===== src/rtl/multi_cycle_control_unit.sv =====
// multi_cycle_control_unit: IF/ID/EXE/MEM/WB sequencer driving the multi-cycle datapath controls.
// Define CU_HALT_EN to make opcode 111111 park the FSM in HLT until Reset.
module multi_cycle_control_unit (
  input  logic       CLK,
  input  logic       Reset,
  input  logic [5:0] op,
  input  logic       zero,
  output logic       PCWre,
  output logic       IRWre,
  output logic       RegWre,
  output logic       mRD,
  output logic       mWR,
  output logic       ALUSrcB,
  output logic       DBDataSrc,
  output logic       WrRegDSrc,
  output logic       ExtSel,
  output logic [1:0] RegDst,
  output logic [1:0] PCSrc,
  output logic [2:0] ALUOp,
  output logic [3:0] state
);
  typedef enum logic [3:0] {
    S_IF     = 4'b0000,
    S_ID     = 4'b0001,
    S_EXE_LS = 4'b0010,
    S_MEM    = 4'b0011,
    S_WB_LD  = 4'b0100,
    S_EXE_BR = 4'b0101,
    S_EXE_AL = 4'b0110,
    S_WB_AL  = 4'b0111,
    S_HLT    = 4'b1000
  } state_t;
  localparam logic [5:0] OP_ADD = 6'b000000, OP_SUB = 6'b000001, OP_ADDIU = 6'b000010;
  localparam logic [5:0] OP_AND = 6'b010000, OP_ANDI = 6'b010001, OP_ORI = 6'b010010, OP_SLTI = 6'b011011;
  localparam logic [5:0] OP_SW = 6'b110000, OP_LW = 6'b110001, OP_BEQ = 6'b110100, OP_BNE = 6'b110101;
  localparam logic [5:0] OP_J = 6'b111000, OP_JR = 6'b111001, OP_JAL = 6'b111010, OP_HALT = 6'b111111;
  state_t r_state, w_next;
  logic w_add, w_sub, w_addiu, w_and, w_andi, w_ori, w_slti, w_sw, w_lw, w_beq, w_bne, w_j, w_jr, w_jal;
  logic w_alu, w_br, w_ls, w_jmp, w_halt, w_taken;
  assign w_add   = op == OP_ADD;
  assign w_sub   = op == OP_SUB;
  assign w_addiu = op == OP_ADDIU;
  assign w_and   = op == OP_AND;
  assign w_andi  = op == OP_ANDI;
  assign w_ori   = op == OP_ORI;
  assign w_slti  = op == OP_SLTI;
  assign w_sw    = op == OP_SW;
  assign w_lw    = op == OP_LW;
  assign w_beq   = op == OP_BEQ;
  assign w_bne   = op == OP_BNE;
  assign w_j     = op == OP_J;
  assign w_jr    = op == OP_JR;
  assign w_jal   = op == OP_JAL;
`ifdef CU_HALT_EN
  assign w_halt  = op == OP_HALT;
`else
  assign w_halt  = 1'b0;
`endif
  assign w_alu = w_add | w_sub | w_addiu | w_and | w_andi | w_ori | w_slti;
  assign w_br  = w_beq | w_bne;
  assign w_ls  = w_sw | w_lw;
  assign w_jmp = w_j | w_jr | w_jal;
  always_comb begin
    w_next = S_IF;
    case (r_state)
      S_IF:     w_next = S_ID;
      S_ID:     w_next = w_jmp ? S_IF : w_br ? S_EXE_BR : w_ls ? S_EXE_LS : w_alu ? S_EXE_AL : w_halt ? S_HLT : S_IF;
      S_EXE_AL: w_next = S_WB_AL;
      S_EXE_LS: w_next = S_MEM;
      S_MEM:    w_next = w_lw ? S_WB_LD : S_IF;
`ifdef CU_HALT_EN
      S_HLT:    w_next = S_HLT;
`endif
      default:  w_next = S_IF;
    endcase
  end
  always_ff @(posedge CLK) begin
    if (Reset) r_state <= S_IF;
    else       r_state <= w_next;
  end
  // Unknown opcodes finish in ID like a jump, so every instruction gets exactly one PCWre.
  assign PCWre  = (r_state == S_ID && !(w_br || w_ls || w_alu || w_halt)) || r_state == S_EXE_BR ||
                  (r_state == S_MEM && w_sw) || r_state == S_WB_AL || r_state == S_WB_LD;
  assign w_taken = r_state == S_EXE_BR && ((w_beq && zero) || (w_bne && !zero));
  assign PCSrc  = !PCWre ? 2'b00 : (w_j || w_jal) ? 2'b11 : w_jr ? 2'b10 : w_taken ? 2'b01 : 2'b00;
  assign IRWre  = r_state == S_IF;
  assign RegWre = r_state == S_WB_AL || r_state == S_WB_LD || (r_state == S_ID && w_jal);
  assign mWR    = r_state == S_MEM && w_sw;
  assign mRD    = r_state == S_MEM && w_lw;
  assign ExtSel    = w_addiu | w_slti | w_lw | w_sw | w_beq | w_bne;
  assign ALUSrcB   = w_addiu | w_andi | w_ori | w_slti | w_lw | w_sw;
  assign ALUOp     = (w_sub || w_br) ? 3'b001 : w_slti ? 3'b010 : w_ori ? 3'b011 : (w_and || w_andi) ? 3'b100 : 3'b000;
  assign RegDst    = (w_add || w_sub || w_and) ? 2'b10 : w_jal ? 2'b00 : 2'b01;
  assign DBDataSrc = w_lw;
  assign WrRegDSrc = !w_jal;
  assign state     = r_state;
endmodule


===== config.mk =====
export PLATFORM = sky130hd
export DESIGN_NAME = multi_cycle_control_unit
export DESIGN_NICKNAME = d
export VERILOG_FILES = /design/src/rtl/multi_cycle_control_unit.sv
export SDC_FILE = /design/constraint.sdc
export NUM_CORES = 1
export LEC_CHECK = 0
export CAP_MARGIN = 20
export CORE_MARGIN = 3
export CORE_UTILIZATION = 39
export CTS_BUF_LIST = sky130_fd_sc_hd__clkbuf_4 sky130_fd_sc_hd__clkbuf_8 sky130_fd_sc_hd__clkbuf_16
export CTS_CLUSTER_SIZE = 14
export DETAILED_ROUTE_END_ITERATION = 10
export GPL_TIMING_DRIVEN = 1
export PLACE_DENSITY = 0.83
export SETUP_SLACK_MARGIN = 0.3
export SYNTH_ARGS = -nofsm -noshare
export SYNTH_HDL_FRONTEND = slang
export SYNTH_SLANG_ARGS = --single-unit
export TNS_END_PERCENT = 30

===== constraint.sdc =====
create_clock -name CLK -period 1.63 [get_ports CLK]
set_input_delay 0.326 -clock CLK [delete_from_list [all_inputs] [get_ports CLK]]
set_output_delay 0.326 -clock CLK [all_outputs]
set_load 0.02 [all_outputs]

==> out/metrics.csv, run 1 <==
stage;metric;value;unit
run_status;run status;stopped before the end;
run_status;Last stage;4_1_cts;
run_status;Err;[ERROR DPL-0038] Utilization greater than 100%, impossible to legalize;
synthesis;Yosys top cell by area;dfxtp_1;
cts;Sink Count;3;
synthesis;post-synthesis sequential area ratio;10.11;%
cts;H-Tree Depth;1;
die;initial core utilization;43.50;%
cts;postcts setup bufs;8;
synthesis;synth top area cells;dfxtp_1 10%, nand2b_1 8.4%, nor2_1 6.9%, a21oi_1 5.1%, a2111oi_4 4.6%;
synthesis;dominant cell by count in the synthesized netlist;nor2_1;
die;die width;45.04;um
cts;CTS root buf;clkbuf_4;
synthesis;warnings from Yosys;0;
cts;Num CTS Buffers;3;
synthesis;Commonest cells post-synth;11 x nor2_1, 8 x nand2b_1, 6 x a21oi_1, 6 x nand2_1;
synthesis;Avg Cell Area, Syn;7.248;sq um
die;row cnt;13;
synthesis;Syn Std Cell Area;594.3;sq um
placed_design;post-detail-place hpwl;1724;um
die;I/O pins;29;
synthesis;Post-synth ARST share;0;%
placed_design;gpl congestion;0.8743;
synthesis;Synthesized Nets;91;
synthesis;Yosys reg bits;3;
synthesis;Post-Syn Instances;82;
placed_design;post-place setup slack;-1003;ps
cts;Bufs on Longest Clock Path;2;
synthesis;area share of the largest cell type after synthesis;10.11;%
cts;CTS resizes;177;
synthesis;Yosys cell types;37;
synthesis;Synth Flop Type;dfxtp_1;
placed_design;Port Buffers;27;
die;Die Y-Extent;45.04;um
cts;cts-stage hold buffer count;0;
synthesis;Post-synth EDFFs;0;
==> cell families after synthesis <==
group	Yosys count	share of synthesized area, %
AO/OA/AOI/OAI	20	32.21
XOR/XNOR	1	1.474
buffers and inverters	11	11.79
flip-flops	3	10.11
other	1	0.6310
AND/OR/NAND/NOR	46	43.79
==> stage by stage <==
step                cell area, sq um  instances
floorplan                      650.6         82
global placement                1055        141
detailed placement              1055        141
==> inputs of run 2 (changes only) <==
==> config.mk (replaced) <==
export PLATFORM = sky130hd
export DESIGN_NAME = multi_cycle_control_unit
export DESIGN_NICKNAME = d
export VERILOG_FILES = /design/src/rtl/multi_cycle_control_unit.sv
export SDC_FILE = /design/constraint.sdc
export NUM_CORES = 1
export LEC_CHECK = 0
export CAP_MARGIN = 20
export CORE_AREA = 3 3 64 66
export DETAILED_ROUTE_END_ITERATION = 10
export DIE_AREA = 0 0 67 69
export GPL_TIMING_DRIVEN = 1
export PLACE_DENSITY_LB_ADDON = 0.15
export SYNTH_ARGS = -nofsm -noshare
export SYNTH_HDL_FRONTEND = slang
export SYNTH_SLANG_ARGS = --single-unit
export TNS_END_PERCENT = 30
==> run 2 against run 1 <==
Net effect:
- synthesized cell count is the same
- the flow now finishes, with violations (setup timing)
- synthesized area did not move
==> out/metrics.csv, run 2 <==
stage;metric;value;unit
grt;vias in the first global route;834;
placed_design;post-detail-place hpwl;1731;um
power_and_ir_drop;Sw Ratio;32.92;%
die;I/O pins;29;
placed_design;Post-DP Area;0.001124;sq mm
worst_setup_path;crit-path max cell delay;350;ps
timing;Fin Clk Skew;1.074;ps
run;MaxCap Viol Count;0;
layout;max reg flops;3;
grt;met2 GRT Util;16.48;%
timing;worst setup slack after layout;-117.9;ps
synthesis;Post-synth EDFFs;0;
die;core footprint;0.003633;sq mm
synthesis;Avg Cell Area, Syn;7.248;sq um
timing;Max Transition Viols Final;0;
route;Routed WL per cell;12.32;um
die;Die Y-Extent;69;um
timing;Final Hold Viols;0;
layout;most frequent cells in the layout;40 x buf_4, 10 x buf_2, 8 x nor2_1, 6 x buf_6;
route;first-iteration detailed-routing DRC count;30;
worst_setup_path;Crit. End Element;output port;
layout;Antenna diodes;0;
layout;filler instances;413;
route;Routed Antenna Nets;0;
worst_setup_path;Critical Path AT;1420;ps
timing;# setup viols final;7;
synthesis;post-synthesis sequential area ratio;10.11;%
synthesis;Commonest cells post-synth;11 x nor2_1, 8 x nand2b_1, 6 x a21oi_1, 6 x nand2_1;
grt;grt ovf;0;
run_status;violated checks;setup timing;
timing;RSZ-0062 raised after global routing;true;
route;Vias/cell;4.215;
cts;TritonCTS clock tree;yes;
synthesis;warnings from Yosys;0;
power_and_ir_drop;sequential share of power;14.5;%
worst_setup_path;startpoint types;flip-flop;
synthesis;Syn Std Cell Area;594.3;sq um
cts;Bufs on Longest Clock Path;2;
timing;fin crit period;1748;ps
layout;Area Growth Syn to Fin;115.6;%
synthesis;Yosys reg bits;3;
synthesis;Yosys top cell by area;dfxtp_1;
power_and_ir_drop;leakage;0.5671;nW
cts;Sink Count;3;
synthesis;Yosys cell types;37;
grt;GRT met1 Usage;13.24;%
min_path;Worst Hold Class;flip-flop to flip-flop;
grt;global-route usage over all layers;9.954;%
synthesis;synth top area cells;dfxtp_1 10%, nand2b_1 8.4%, nor2_1 6.9%, a21oi_1 5.1%, a2111oi_4 4.6%;
cts;Worst-path clk slew;30;ps
route;total number of vias;805;
synthesis;area share of the largest cell type after synthesis;10.11;%
route;final wirelength;2353;um
placed_design;gpl congestion;0.8044;
worst_setup_path;CP Class;flip-flop to output port;
grt;global-route wire length before repair;3746;um
layout;final instance area;0.001281;sq mm
cts;CTS root buf;clkbuf_8;
synthesis;Post-Syn Instances;82;
power_and_ir_drop;Int Pwr;0.0003773;W
synthesis;Synth Flop Type;dfxtp_1;
power_and_ir_drop;pwr/cell area;439.0;mW/mm^2
grt;largest net degree at the start of global routing;10;
grt;Top Usage Layer GRT;met2;
run_status;run status;complete, but fails checks;
synthesis;Post-synth ARST share;0;%
die;die area;0.004623;sq mm
route;DRC;0;
die;die width;67;um
worst_setup_path;CP required;1300;ps
timing;f_max;572.1;MHz
worst_setup_path;family with the most delay on the worst path;simple AND/OR/NAND/NOR gates;
die;row cnt;22;
layout;nets;153;
cts;Worst-Skew Late Latency;210;ps
route;drt pass-1 iters;2;
placed_design;Port Buffers;27;
power_and_ir_drop;Clk pwr share;38.6;%
worst_setup_path;crit path max fanout;3;
power_and_ir_drop;combinational share of power;46.9;%
cts;Num CTS Buffers;3;
power_and_ir_drop;P_sw;0.0001852;W
die;initial core utilization;16.36;%
layout;share of cells above drive strength 1;65.73;%
worst_setup_path;crit path cell chain;nor4bb_4 -> nand3_2 -> o311ai_4 -> and3_4 -> buf_6;
worst_setup_path;flop2flop setup slack;270;ps
worst_setup_path;Buf/Inv on CP;1;
grt;initial antenna violation count;0;
cts;H-Tree Depth;1;
synthesis;dominant cell by count in the synthesized netlist;nor2_1;
power_and_ir_drop;IR drop worst, VDD;0.2596;mV
timing;setup TNS;-363.1;ps
synthesis;Synthesized Nets;91;
layout;commonest non-fill, non-tap cell in the layout;buf_4;
timing;fin crit share;107.2;%
grt;met3 Use GR;1.792;%
worst_setup_path;Slowest-stage cell, CP;dfxtp_4;
==> run 2: cell counts after synthesis <==
No cell type changed its count.
==> run 2: worst reg2reg max path, stage by stage (launching register included) <==
cell and delay (ps):
dfxtp_4 350, buf_12 110, buf_4 110, inv_1 40, buf_4 130, a2111oi_4 260
o211ai_2 160, a21oi_2 150
==> run 2: stage by stage <==
step,utilization [%],setup slack [ps],hold slack [ps],power [W],cells
6_report,35.26,-117.9,550.8,0.0005625,191
5_1_grt,35.26,-196.4,570.2,0.0006009,191
4_1_cts,33.13,-191.3,506.7,0.0005501,189
3_5_place_dp,30.92,-1073,474.3,0.0003182,181
3_3_place_gp,30.92,-1101,470.5,0.0003191,181
2_1_floorplan,-,-12.86,381.1,0.0002058,82
==> run 2: cells by family (layout without fill, tap and decap cells) <==
group,Yosys count,count (layout),synth area share (%)
AOI/OAI and AO/OA,20,20,32.21
xor gates and xnor gates,1,1,1.474
buffers and inverters,11,72,11.79
DFF,3,3,10.11
other,1,1,0.6310
and+or+nand+nor,46,46,43.79
==> run 2: per-layer routing <==
metal	vias to the layer above	routed length, um
met3	0	96
li1	414	-
met2	19	1200
met1	372	1056
met5	-	0
met4	0	0
==> run 2: repair_timing <==
item | CTS | global route
hold buffers | 0 | 0
setup endpoints to repair | 22 | 13
pin swaps | 9 | 5
buffers inserted | 4 | 2
resized for setup | 116 | 19
==> run 2: power by group through the flow <==
stage | clock network, W | logic, W | registers (W)
2_1_floorplan | 0 | 0.000115 | 0.0000904
3_3_place_gp | 0 | 0.000235 | 0.0000844
3_5_place_dp | 0 | 0.000234 | 0.0000845
4_1_cts | 0.000226 | 0.000240 | 0.0000836
5_1_grt | 0.000235 | 0.000284 | 0.0000819
6_report | 0.000217 | 0.000264 | 0.0000815
==> run 2: path summary, 6_finish.rpt <==
| path | start | endpoint | cells past startpoint |
|---|---|---|---|
| max reg2reg | state[0] | state[1] | 7 |
| min | state[0] | state[0] | 2 |
| max | state[0] | PCSrc[1] | 5 |
| min reg2reg | state[0] | state[0] | 2 |
==> run 2: layout make-up <==
class                      count  area (sq um)  share of cell area [%]
tap                           48         60.06                   4.687
multi-input combinational     68         599.3                   46.78
timing repair buffer          64         493.0                   38.48
inverter                       4         15.01                   1.172
sequential                     3         68.82                   5.371
clock buffer                   4         45.04                   3.516
Note: power is estimated with default switching activity, not from simulation.
